File: config.mk
export PLATFORM = sky130hd
export DESIGN_NAME = updown_counter_param
export DESIGN_NICKNAME = d
export VERILOG_FILES = /design/src/rtl/updown_counter_param.sv
export SDC_FILE = /design/constraint.sdc
export NUM_CORES = 1
export LEC_CHECK = 0
export BUFFER_PORTS_ARGS = -buffer_cell sky130_fd_sc_hd__buf_4
export CAP_MARGIN = 40
export CORE_ASPECT_RATIO = 1.1
export CORE_UTILIZATION = 30
export DETAILED_ROUTE_END_ITERATION = 10
export PLACE_DENSITY = 0.61
export REMOVE_ABC_BUFFERS = 1
export SLEW_MARGIN = 20
export SYNTH_ARGS = -nofsm -noshare
export SYNTH_HDL_FRONTEND = slang
export SYNTH_SLANG_ARGS = --single-unit
File: constraint.sdc
create_clock -name c -period 5.1 [get_ports c]
set_input_delay 0.51 -clock c [delete_from_list [all_inputs] [get_ports c]]
set_output_delay 0.51 -clock c [all_outputs]
set_load 0.01 [all_outputs]
File: src/rtl/updown_counter_param.sv
`default_nettype none
// ============================================================================
// Module      : updown_counter_param
// Description : Parametrised synchronous up/down counter over the range
//               [0, lim]. Supports wrap or saturate at the boundary,
//               synchronous clear/load, a combinational terminal-count flag
//               and a sticky boundary-event (overflow) flag.
//
//   Ports
//     c        in   1      clock, rising edge
//     r        in   1      asynchronous reset, active-low
//     en       in   1      count enable
//     m        in   1      direction: 1 = down, 0 = up
//     sat      in   1      1 = saturate at boundary, 0 = wrap
//     lim      in   WIDTH  upper bound of the count range
//     clr      in   1      synchronous restart to 0 (up) or lim (down)
//     ld       in   1      synchronous load of d (clamped to lim)
//     d        in   WIDTH  load value
//     clr_ovf  in   1      clears the sticky ovf flag
//     o        out  WIDTH  registered count value
//     tc       out  1      terminal count (combinational)
//     ovf      out  1      sticky boundary-event flag (registered)
//
// Revision    : 1.0 - initial release
// ============================================================================
module updown_counter_param #(
    parameter int               WIDTH   = 4,
    parameter logic [WIDTH-1:0] RST_VAL = '0
) (
    input  logic             c,
    input  logic             r,
    input  logic             en,
    input  logic             m,
    input  logic             sat,
    input  logic [WIDTH-1:0] lim,
    input  logic             clr,
    input  logic             ld,
    input  logic [WIDTH-1:0] d,
    input  logic             clr_ovf,
    output logic [WIDTH-1:0] o,
    output logic             tc,
    output logic             ovf
);

    localparam logic [WIDTH-1:0] c_zero = '0;
    localparam logic [WIDTH-1:0] c_one  = WIDTH'(1);

    logic [WIDTH-1:0] r_cnt;
    logic             r_ovf;
    logic [WIDTH-1:0] w_cnt_nxt;
    logic             w_ovf_nxt;
    logic             w_up_bnd;
    logic             w_dn_bnd;
    logic             w_at_bnd;

    // Up boundary uses >= so that lowering lim below the current count makes
    // the next up-count a boundary event instead of running past lim.
    assign w_up_bnd = (r_cnt >= lim);
    assign w_dn_bnd = (r_cnt == c_zero);
    assign w_at_bnd = m ? w_dn_bnd : w_up_bnd;

    always_comb begin
        w_cnt_nxt = r_cnt;
        // A boundary event below overrides this clear, so set wins over
        // clr_ovf in the same cycle.
        w_ovf_nxt = r_ovf & ~clr_ovf;
        if (clr) begin
            w_cnt_nxt = m ? lim : c_zero;
            w_ovf_nxt = 1'b0;
        end else if (ld) begin
            w_cnt_nxt = (d > lim) ? lim : d;
        end else if (en) begin
            if (w_at_bnd) begin
                w_ovf_nxt = 1'b1;
                if (m) begin
                    w_cnt_nxt = sat ? c_zero : lim;
                end else begin
                    w_cnt_nxt = sat ? lim : c_zero;
                end
            end else if (m) begin
                // Also covers a count sitting above lim after lim was lowered.
                w_cnt_nxt = r_cnt - c_one;
            end else begin
                w_cnt_nxt = r_cnt + c_one;
            end
        end
    end

    always_ff @(posedge c or negedge r) begin
        if (!r) begin
            r_cnt <= RST_VAL;
            r_ovf <= 1'b0;
        end else begin
            r_cnt <= w_cnt_nxt;
            r_ovf <= w_ovf_nxt;
        end
    end

    assign o   = r_cnt;
    assign ovf = r_ovf;
    // Gated by r so terminal count stays low throughout reset.
    assign tc  = r & en & w_at_bnd;

endmodule
`default_nettype wire

==> metrics <==
# resized after CTS 0; I/O Pins 22; final std cells w/o fill roughly 150; xor/xnor share of the synthesized area 4.45%; logic gate share of total power 52.7%; die area 0.00283 mm^2; Tightest Pin Transition approximately 0.52 ns; post-synth top area share between 10% and 20%; crit path DAT 2.06 ns; P_sw 84.7 uW; Distinct cells, synth 35; RSZ-0062 raised after global routing false; synthesis warning total 0; Seq/Total Area, Yosys 15.9%; CTS tree built; fmax 389 MHz; outcome completed; Core Region 0.00250 mm^2; Area Overhead vs Synth 23.8%; Pleak around 0.00048 uW; Setup Crit Path Kind reg -> out; M3 GR Usage 2.73%; dominant cells by area after synthesis dfrtp_1, ha_1, a21oi_1, nand2_1, inv_1; TritonCTS Buffers 3; Pins Over Slew Limit 0; Layout fillers about 250; Syn Inst Count 98; worst min path class in -> async; Wirelength per Cell 14.1 um; Worst-Skew Late Latency 0.23 ns; GPL Wtd Cong 0.908; Design Area, Final approximately 1000 um^2; Post-CTS Setup Bufs 0; n_diodes 0; Synth Area in Compound Gates roughly 28%; CP Data Required Time 4.59 ns; nets 146; drt first pass iters 4; Slew headroom around two thirds; CP endpoint kind output pin; Setup TNS 0 ns; sw frac between 30% and 40%; via count between 800 and 900; Post-synth EDFFs 0; grt met2 use 25.7%; clk root buf clkbuf_4; dpl cells 145; VDD IR max 0.106 mV; DP Area 948 um^2; first-pass GRT wire length ~3500 um; layout cell share with drive strength beyond 1 24.6%; post-synthesis adder-cell area fraction 18.4%; Async SR Flop Fraction between 90% and 100%; r2r setup slk 3.12 ns; Final Power 215 uW; Primary FF master, synth dfrtp_1; Final setup viols 0; Detail Route Antenna Nets 0; pwr dens about 220 mW/mm^2; Critical Path Fanout Max 6; Synth top cells by count ha_1, nand2_1, inv_1, a21oi_1; leading area contributor after synthesis dfrtp_1; Hold Fails Final Rpt 0; Worst Reg-to-Reg Cells 7; Syn Area/Cell between 8 and 9 um^2; Max Cap Viol 0; simple-gate share of the synthesized area between 10% and 20%; sequential share of power 26.8%; cts hold-fix bufs 0; crit start category flip-flop; hpwl dp 1660 um; vias in the first global route 796; H-tree depth 1; initial antenna violation count 0; standard-cell rows 19; clock sinks 5; largest net degree at the start of global routing 12; Detailed Route WL around 2100 um; Chip Width 50.8 um; synthesized flop and latch total 5; largest family of logic cells by synthesized area compound AO/OA/AOI/OAI gates; Remaining DRCs 0; synthesized area 787 um^2; Tcrit/Tclk final 50.4%; Starting Density 31.5%; met1 Resource Use GR 22.3%; Int Pwr 130 uW; gr ovfl total 0; FF-to-FF End o[3]$_DFFE_PN0P_; global routing's busiest layer met2; Clock transition at path regs 0.04 ns; Initial DRC Count 36; mux cell area share after synthesis 5.72%; clock share of power just over 20%; hold slack final 0.0667 ns; Total GRT Usage between 10% and 20%; CTS max path bufs 2; drt via density 5.52; Reg-to-Reg Start o[0]$_DFFE_PN0P_; Max Clock Skew 0.00416 ns; port buffer count 21; die height 55.7 um; fin crit period 2.57 ns
## placed cells by master, fill, tap and decap left out, types with 3 or more instances in the layout
cell      Yosys  routed
inv_1         9       9
o211ai_1      3       3
mux2i_1       3       3
o21ai_0       4       4
nor2_1        5       5
nand3_1       3       3
buf_4         0      21
a31oi_1       5       5
nand2_1      10      10
a21oi_1       8       8
ha_1         10      10
dfrtp_1       5       5
clkbuf_4      0       3
## flip-flops by register name, summed over array words and instances, names as in the netlist
name	count
ovf	1
o	4
## power groups by stage
stage / registers (uW) / clock network, uW / logic, uW
floorplan: 56.8 / 0 / 69.5
global placement: 58.3 / 0 / 110
detailed placement: 58.0 / 0 / 113
CTS: 57.4 / 45.3 / 113
global route: 58.6 / 50.2 / 126
finish: 57.7 / 44.1 / 113
## worst max-delay path, stage by stage, from the launching register on
cell and delay (ns):
dfrtp_1 0.44, inv_1 0.15, ha_1 0.31, nor3b_1 0.19, o21ai_1 0.13, and2_1 0.25
and3_2 0.24, buf_4 0.14
## per-stage QoR
step	setup slack [ns]	util (%)
3_5_place_dp	2.67	38.0
6_report	2.53	39.0
3_3_place_gp	2.75	38.0
5_1_grt	2.37	39.0
2_1_floorplan	3.01	-
4_1_cts	2.52	39.0
## worst max path at each step
stage,start,end,slack [ns],cells after the start
finish,o[0]$_DFFE_PN0P_,tc,2.53,7
global route,o[0]$_DFFE_PN0P_,tc,2.37,7
CTS,o[0]$_DFFE_PN0P_,tc,2.52,7
detailed placement,lim[3],tc,2.67,8
global placement,lim[3],tc,2.75,8
floorplan,o[0]$_DFFE_PN0P_,tc,3.01,6
## per-layer routing
| metal | vias to the layer above | routed length (um) | part of all wire, % |
|---|---|---|---|
| met2 | 35 | 1000 | 48 |
| li1 | 404 | - | - |
| met1 | 384 | 963 | 46 |
| met3 | 0 | 127 | 6.1 |
| met4 | 0 | 0 | 0 |
| met5 | - | 0 | 0 |
## cell families after synthesis
logic type,count (synthesis)
AOI/OAI and AO/OA,31
and+or+nand+nor,29
buffers and inverters,14
adders and majority gates,11
DFF,5
xor gates and xnor gates,4
muxes,4
## area by class of cell
type                            count  area, um^2  area share, %
Multi-Input combinational cell     79         593           60.8
Clock buffer                        4        26.3           2.70
Sequential cell                     5         125           12.8
Tap cell                           31        38.8           3.98
Timing Repair Buffer               21         158           16.2
Inverter                            9        33.8           3.47
(Power assumes the default switching activity.)
